--- src/rtl/first_counter_pkg.sv ---
// Shared types and constants for the first_counter round-robin arbiter.
// len_to_cycles maps a job length field to its enable-cycle count.
package first_counter_pkg;

    typedef enum logic [1:0] {
        ST_IDLE = 2'd0,
        ST_CLR  = 2'd1,
        ST_RUN  = 2'd2,
        ST_DONE = 2'd3
    } state_t;

    localparam int CW_DEFAULT = 4;

    // A zero length field stands for a full counter wrap.
    function automatic int len_to_cycles(input int len_val, input int cw);
        return (len_val == 0) ? (1 << cw) : len_val;
    endfunction

endpackage

--- src/rtl/first_counter_arbiter_if.sv ---
// Requester and counter-side signals of the arbiter, bundled for port use.
// slave is the arbiter's view; master is the requester/counter side.
interface first_counter_arbiter_if
    import first_counter_pkg::*;
#(
    parameter int NREQ = 4,
    parameter int CW   = CW_DEFAULT
);
    logic [NREQ-1:0]    req;
    logic [NREQ*CW-1:0] len;
    logic [NREQ-1:0]    grant;
    logic [NREQ-1:0]    done;
    logic               err;
    logic               busy;
    logic               cnt_clr;
    logic               cnt_en;
    logic [CW-1:0]      cnt_val;
    logic               cnt_ovf;

    modport slave (
        input  req, len, cnt_val, cnt_ovf,
        output grant, done, err, busy, cnt_clr, cnt_en
    );

    modport master (
        output req, len, cnt_val, cnt_ovf,
        input  grant, done, err, busy, cnt_clr, cnt_en
    );
endinterface

--- src/rtl/first_counter_arbiter_rr_pick.sv ---
// Combinational cyclic first-set search starting at rr_ptr.
// Returns the winner both as one-hot select and as an index.
module rr_pick #(
    parameter int NREQ = 4,
    parameter int IW   = $clog2(NREQ)
) (
    input  logic [NREQ-1:0] req,
    input  logic [IW-1:0]   rr_ptr,
    output logic            valid,
    output logic [NREQ-1:0] sel,
    output logic [IW-1:0]   idx
);
    logic [IW-1:0]   cand_idx [NREQ];
    logic [NREQ-1:0] cand_hit;

    // Candidate gi is the requester gi positions after the pointer.
    for (genvar gi = 0; gi < NREQ; gi++) begin : g_cand
        assign cand_idx[gi] = IW'((32'(rr_ptr) + gi) % NREQ);
        assign cand_hit[gi] = req[cand_idx[gi]];
    end

    assign valid = |cand_hit;

    always_comb begin
        idx = '0;
        for (int k = NREQ - 1; k >= 0; k--) begin
            if (cand_hit[k]) begin
                idx = cand_idx[k];
            end
        end
        sel = '0;
        if (valid) begin
            sel[idx] = 1'b1;
        end
    end
endmodule

--- src/rtl/first_counter_arbiter.sv ---
// Round-robin scheduler sharing one first_counter among NREQ requesters.
// Each job: one clear cycle, tgt enable cycles, one done cycle.
module first_counter_arbiter
    import first_counter_pkg::*;
#(
    parameter int NREQ = 4,
    parameter int CW   = CW_DEFAULT
) (
    input  logic                    clk,
    input  logic                    reset,
    first_counter_arbiter_if.slave  bus
);
    localparam int IW = $clog2(NREQ);

    state_t          state_reg;
    state_t          state_next;
    logic [IW-1:0]   owner_reg;
    logic [IW-1:0]   rr_ptr_reg;
    logic [CW-1:0]   tgt_reg;
    logic            ovf_seen_reg;

    logic            pick_valid;
    logic [NREQ-1:0] pick_sel;
    logic [IW-1:0]   pick_idx;
    logic [CW-1:0]   len_sel;
    logic [NREQ-1:0] owner_oh;
    logic            run_last;

    rr_pick #(.NREQ(NREQ), .IW(IW)) u_pick (
        .req    (bus.req),
        .rr_ptr (rr_ptr_reg),
        .valid  (pick_valid),
        .sel    (pick_sel),
        .idx    (pick_idx)
    );

    always_comb begin
        len_sel = '0;
        for (int i = 0; i < NREQ; i++) begin
            if (pick_sel[i]) begin
                len_sel = len_sel | bus.len[i*CW +: CW];
            end
        end
    end

    for (genvar gi = 0; gi < NREQ; gi++) begin : g_owner_oh
        assign owner_oh[gi] = (owner_reg == IW'(gi));
    end

    // Counter reaches tgt on the edge leaving RUN; tgt=0 wraps to all-ones.
    assign run_last = (bus.cnt_val == tgt_reg - CW'(1));

    always_ff @(posedge clk or negedge reset) begin
        if (!reset) begin
            state_reg <= ST_IDLE;
        end else begin
            state_reg <= state_next;
        end
    end

    always_ff @(posedge clk or negedge reset) begin
        if (!reset) begin
            owner_reg    <= '0;
            tgt_reg      <= '0;
            ovf_seen_reg <= 1'b0;
            rr_ptr_reg   <= '0;
        end else begin
            case (state_reg)
                ST_IDLE: begin
                    if (pick_valid) begin
                        owner_reg <= pick_idx;
                        tgt_reg   <= len_sel;
                    end
                end
                ST_CLR: begin
                    ovf_seen_reg <= 1'b0;
                end
                ST_RUN: begin
                    if (bus.cnt_ovf && (tgt_reg != '0)) begin
                        ovf_seen_reg <= 1'b1;
                    end
                end
                ST_DONE: begin
                    rr_ptr_reg <= (owner_reg == IW'(NREQ - 1)) ? '0 : owner_reg + IW'(1);
                end
                default: ;
            endcase
        end
    end

    always_comb begin
        state_next = state_reg;
        case (state_reg)
            ST_IDLE: if (pick_valid) state_next = ST_CLR;
            ST_CLR:  state_next = ST_RUN;
            ST_RUN:  if (run_last) state_next = ST_DONE;
            ST_DONE: state_next = ST_IDLE;
            default: state_next = ST_IDLE;
        endcase
    end

    always_comb begin
        bus.grant   = (state_reg != ST_IDLE) ? owner_oh : '0;
        bus.done    = (state_reg == ST_DONE) ? owner_oh : '0;
        bus.err     = (state_reg == ST_DONE) && ovf_seen_reg;
        bus.busy    = (state_reg != ST_IDLE);
        bus.cnt_clr = (state_reg == ST_CLR);
        bus.cnt_en  = (state_reg == ST_RUN);
    end
endmodule
--- src/flat_wrapper.sv ---
// flat-port wrapper written by rule: the top's interface ports become plain ports
module first_counter_arbiter_flat import first_counter_pkg::*;
#(
    parameter int NREQ = 4,
    parameter int CW   = CW_DEFAULT
)
  (clk, reset, bus_req, bus_len, bus_cnt_val, bus_cnt_ovf, bus_grant, bus_done, bus_err, bus_busy, bus_cnt_clr, bus_cnt_en);
  first_counter_arbiter_if #(.NREQ(NREQ), .CW(CW)) bus_i ();
  input  logic clk;
  input  logic reset;
  input wire logic [$bits(bus_i.req)-1:0] bus_req;
  input wire logic [$bits(bus_i.len)-1:0] bus_len;
  input wire logic [$bits(bus_i.cnt_val)-1:0] bus_cnt_val;
  input wire logic [$bits(bus_i.cnt_ovf)-1:0] bus_cnt_ovf;
  output wire logic [$bits(bus_i.grant)-1:0] bus_grant;
  output wire logic [$bits(bus_i.done)-1:0] bus_done;
  output wire logic [$bits(bus_i.err)-1:0] bus_err;
  output wire logic [$bits(bus_i.busy)-1:0] bus_busy;
  output wire logic [$bits(bus_i.cnt_clr)-1:0] bus_cnt_clr;
  output wire logic [$bits(bus_i.cnt_en)-1:0] bus_cnt_en;
  assign bus_i.req = bus_req;
  assign bus_i.len = bus_len;
  assign bus_i.cnt_val = bus_cnt_val;
  assign bus_i.cnt_ovf = bus_cnt_ovf;
  assign bus_grant = bus_i.grant;
  assign bus_done = bus_i.done;
  assign bus_err = bus_i.err;
  assign bus_busy = bus_i.busy;
  assign bus_cnt_clr = bus_i.cnt_clr;
  assign bus_cnt_en = bus_i.cnt_en;
  first_counter_arbiter #(.NREQ(NREQ), .CW(CW)) u_core (.clk(clk), .reset(reset), .bus(bus_i));
endmodule
--- config.mk ---
export PLATFORM = sky130hd
export DESIGN_NAME = first_counter_arbiter_flat
export DESIGN_NICKNAME = d
export VERILOG_FILES = /design/src/rtl/first_counter_pkg.sv /design/src/rtl/first_counter_arbiter_if.sv /design/src/rtl/first_counter_arbiter_rr_pick.sv /design/src/rtl/first_counter_arbiter.sv /design/src/flat_wrapper.sv
export SDC_FILE = /design/constraint.sdc
export NUM_CORES = 1
export LEC_CHECK = 0
export CAP_MARGIN = 0
export CORE_MARGIN = 2
export CORE_UTILIZATION = 39
export DETAILED_ROUTE_END_ITERATION = 7
export GPL_ROUTABILITY_DRIVEN = 0
export PLACE_DENSITY_LB_ADDON = 0.05
export SETUP_SLACK_MARGIN = 0.1
export SLEW_MARGIN = 20
export SYNTH_ARGS = -nofsm -noshare
export SYNTH_HDL_FRONTEND = slang
export SYNTH_HIERARCHICAL = 1
export SYNTH_SLANG_ARGS = --single-unit
--- constraint.sdc ---
create_clock -name clk -period 1.55 [get_ports clk]
set_input_delay 0.31 -clock clk [delete_from_list [all_inputs] [get_ports clk]]
set_output_delay 0.31 -clock clk [all_outputs]
set_load 0.03 [all_outputs]
Yosys cells after proc, flatten, opt, wreduce, memory -nomap -nowiden --
Index checks and enable logic that the tools add are counted. Widths: inputs -> output; s select.
Storage, ports and cells: word-level logic and storage cells 68, bits of input ports 27, flip-flop bits (word level) 11, output and inout port bits 12
Cells by class: reductions and logical operators 12, multiplexer cells 27, equality and inequality tests 10, add/sub/neg operators 5, order comparisons 6, bitwise logic cells 3
Operators by type and width (number):
- $mux 4 | 7
- $lt 2x3->1 const B | 5
- $mux 2 | 7
- $or 4x4->4 | 3
- $bmux 1 s2 | 4
- $eq 2x2->1 const B | 4
- $pmux 2 s4 | 1
- $mux 1 | 6
- $ne 2x1->1 const B | 3
- $reduce_and 2->1 | 3
- $add 2x1->2 const B | 2
- $add 2x2->2 const B | 2
- $eq 2x1->1 const B | 2
- $eq 4x4->1 | 1
- $logic_not 2->1 | 2
- $reduce_bool 2->1 | 2
- $reduce_bool 4->1 | 1
- $reduce_or 4->1 | 1
- $sub 4x1->4 const B | 1
- $logic_and 1x1->1 | 3
- $demux 1 s2 | 1
- $ge 2x1->1 const B | 1
- $pmux 1 s2 | 1

Depth between registers and ports, before layout --
word-level depth 19, mapped depth 7, depth with buffers taken out 6

By module --
The synthesis kept the hierarchy.
Modules (own cells, without submodules):
- first_counter_arbiter | area each 780.7 um^2, seq. area each 275.3 um^2, times used 1, cells each 79
- rr_pick | area each 211.5 um^2, seq. area each 0.0 um^2, times used 1, cells each 33

Least setup slack after synthesis --
No wires, ideal clock.
path kind reg-to-reg, from register u_core.tgt_reg[0], to register u_core.state_reg[1], cell stages (with the launch flop) 7, arrival 1.533 ns, data required time 1.424 ns, path buffers 0, setup time 0.126 ns, period minus slack after synthesis 1.659 ns, setup slack -0.109 ns, cells stage by stage dfrtp_1 inv_1 ha_1 xor3_1 nor3_2 nand2_1 a311o_1
On the way: word-level cells in the longest chain between the ends 4
RTL lines:
- start: declaration | line first_counter_arbiter.sv:19 | logic [CW-1:0] tgt_reg;
- start signal: assignment | line first_counter_arbiter.sv:72 | tgt_reg <= len_sel;
- $sub 4x1->4 | line first_counter_arbiter.sv:51 | assign run_last = (bus.cnt_val == tgt_reg - CW'(1));
- $eq 4x4->1 | line first_counter_arbiter.sv:51
- $ne 2x1->1 (no line)
- $reduce_and 2->1 (no line)
- end signal: assignment | line first_counter_arbiter.sv:57 | state_reg <= state_next;
- end: declaration | line first_counter_arbiter.sv:15 | state_t state_reg;
No other way between the ends. A chain may end at the register's enable or synchronous reset.

Worst setup path in the final report --
from register u_core.state_reg[0], to output bus_grant[3]
On the way: word-level cells in the longest chain between the ends 2
RTL lines:
- $reduce_bool 2->1 | line first_counter_arbiter.sv:103 | bus.grant = (state_reg != ST_IDLE) ? owner_oh : '0;
- $mux 4 | line first_counter_arbiter.sv:103
- end: declaration | line flat_wrapper.sv:15 | output wire logic [$bits(bus_i.grant)-1:0] bus_grant;
No other way between the ends.

==> reports/qor.csv <==
metric,value,unit
fin_setup_tns,-0.3310,ns
drtAntennaViolNets,0,
drv_slew,0,
routedWlPerCell,12.64,um
drc,0,
row_count,18,
cp_slowest_stage_delay,0.40,ns
setup_viol,10,
layout-drive-gt1-share,0.4341,
io_pins,39,
die_area,2964,um^2
grt_pass1_wl,4.243,mm
postPlaceCellArea,1553,um^2
critPathCaptureType,output pin,
nNetsFinal,219,
hold_buffers,0,
clockBufferDepth,2,
layout.cells.non_filler,212,
hold_viol,0,
rsz0062_at_grt,yes,
grt_max_degree,12,
cp.required,1.24,ns
crit_fanout,6,
postSynthNetCount,148,
synthTopCellsByArea,"dfrtp_1 (28%), ha_1 (11%), inv_1 (4.5%), mux2_2 (4.5%), a22o_1 (4.4%)",
reg2reg_depth,6,
antenna_found_initial,0,
critical_path.slowest_cell,dfrtp_1,
peakVddDrop,1.142,mV
synthesis.instances,112,
yosysSeqAreaShare,0.2774,
cts_root_buf,clkbuf_4,
crit_arrival,1.31,ns
fin_ws,-0.06685,ns
criticalPathCategory,flip-flop to output pin,
path_cells,inv_2 -> ha_4 -> buf_6 -> nor2b_1 -> buf_4,
layout_min_cycle_time,1.617,ns
coreArea,2455,um^2
cp-start-kind,flip-flop,
vias,1066,
cts_buffers,3,
finalClockSkew,0.007445,ns
r2r-end,u_core/tgt_reg[0],
synth_top_area_frac,0.2774,
grt_pass1_vias,1022,
timing.fmax,0.6185,GHz
critical-path-top-delay-family,flip-flops,
cp.depth,5,
synth_seq_cells,11,
gr-total-overflow,0,
r2r_start,u_core/rr_ptr_reg[1],
start_util,0.4042,
yosys.area.top_type,dfrtp_1,
post-route-period-util,1.043,
dpl.cell_count,199,
drtIter0Drc,20,
violations,negative setup slack,
hp-class,primary input to asynchronous set/reset pin,
finalInstanceArea,1747,um^2
powerDensity,1833,nW/um^2
area_growth,76.04,%
fillCellCount,193,
die_x,54.44,um
cts_tree,built,
diodes,0,
routed_wl,2.679,mm
synth.distinct_cells,32,
clkTransAtPathRegs,0.07,ns
outcome,"complete, but fails checks",
dpl.hpwl,2.122,mm
cts-htree-levels,1,
die_h,54.44,um
maxCapViolations,0,
syn-mean-instance-area,8.859,um^2
yosysWarnings,6,
relSlewSlack,0.6586,
dr.pass1.iters,4,
drt-vias-per-instance,5.028,
leakagePower,0.8066,nW
path_buf_inv,3,
tightest_slew,0.5104,ns
grt_usage,0.2003,
rrSetupSlack,-0.06,ns
largest_register_ffs,4,
syn-cell-area,992.2,um^2
numPortBuffers,38,
insertion_delay,0.27,ns
clock_sinks,11,
synthesized netlist by cell type:
master	count
o21ai_0	7
a221oi_1	4
a21boi_0	1
nand3b_1	1
nand2_1	8
o221a_2	2
a31oi_1	2
o22ai_1	2
a21oi_1	6
and2_1	6
o2bb2a_1	1
nand2b_1	1
ha_1	9
a311o_1	1
nor2b_1	5
o21ai_1	2
a21boi_1	1
a22o_1	5
buf_6	2
and4_1	1
mux2i_1	1
dfrtp_1	11
nor3_1	1
xnor2_1	3
inv_1	12
xor2_1	1
xor3_1	1
nor2_1	7
nor3_2	1
buf_4	2
mux2_2	4
o2bb2ai_1	1
worst reg2reg max path: cells and delay by family (launching register included):
| kind | cells | cell delay [ns] |
|---|---|---|
| AOI/OAI and AO/OA | 5 | 0.87 |
| DFF | 1 | 0.48 |
| and+or+nand+nor | 1 | 0.15 |
worst max path at each step:
stage	to	from
global route	bus_grant[2]	u_core/state_reg[0]
detailed placement	u_core/tgt_reg[0]	bus_req[2]
CTS	bus_grant[3]	u_core/state_reg[0]
finish	bus_grant[3]	u_core/state_reg[0]
floorplan	u_core/state_reg[1]	u_core/tgt_reg[0]
global placement	u_core/tgt_reg[0]	bus_req[2]
timing repair:
| item | in CTS | in global routing |
|---|---|---|
| pin swaps | 11 | 3 |
| endpoints found under the hold margin | 0 | 0 |
| cloned | 0 | 0 |
| setup endpoints to repair | 20 | 19 |
| buffers inserted | 7 | 3 |
| gates resized for setup | 30 | 8 |
cells by family after synthesis:
| family | synth area share |
|---|---|
| multiplexers | 0.05548 |
| XOR/XNOR | 0.05927 |
| buffers and inverters | 0.08322 |
| AO/OA/AOI/OAI | 0.2472 |
| AND/OR/NAND/NOR | 0.1639 |
| adder cells (fa/ha/maj) | 0.1135 |
| flip-flops | 0.2774 |
through the flow:
stage	util	setup slack [ns]	hold WS [ns]	power, W
floorplan	-	0.03501	0.01441	0.001869
global placement	0.6325	-0.4193	0.5184	0.002475
detailed placement	0.6325	-0.5288	0.5242	0.002550
CTS	0.6988	-0.06324	0.4019	0.003130
global route	0.7115	-0.1259	0.4035	0.003494
finish	0.7115	-0.06685	0.3780	0.003202
cell type report:
| cell class | instances | area (um^2) | share of cell area |
|---|---|---|---|
| sequential | 11 | 277.8 | 0.1590 |
| tap | 30 | 37.54 | 0.02149 |
| clock buffer | 4 | 26.28 | 0.01504 |
| timing repair buffer | 70 | 626.9 | 0.3589 |
| multi-input combinational | 85 | 733.2 | 0.4198 |
| inverter | 12 | 45.04 | 0.02579 |
placed cells by master, fill, tap and decap left out, types with 3 or more instances in the layout:
cell type	Yosys	layout
a221oi_2	0	4
o21ai_1	2	7
a21oi_1	6	5
inv_1	12	6
buf_6	2	11
nor2_1	7	7
ha_1	9	4
dfrtp_1	11	9
mux2_2	4	4
clkbuf_4	0	3
ha_4	0	3
a22o_1	5	5
nand2_1	8	8
dlygate4sd2_1	0	4
and2_1	6	5
inv_2	0	6
clkdlybuf4s50_1	0	21
buf_4	2	33
nor2b_2	0	3
power breakdown:
part           internal, W  switching, W  total, W
clock            0.0000994     0.0000945  0.000194
sequential        0.000436      0.000162  0.000598
combinational      0.00131       0.00110   0.00241
per-layer routing:
layer	vias up	share of wire	track usage	wire length, um
li1	545	-	-	-
met5	-	0	0	0
met2	32	0.53	0.3916	1426
met3	2	0.048	0.02459	129
met1	487	0.41	0.2100	1096
met4	0	0.010	0.08750	27
No activity file was read; power rests on OpenSTA's default activity.
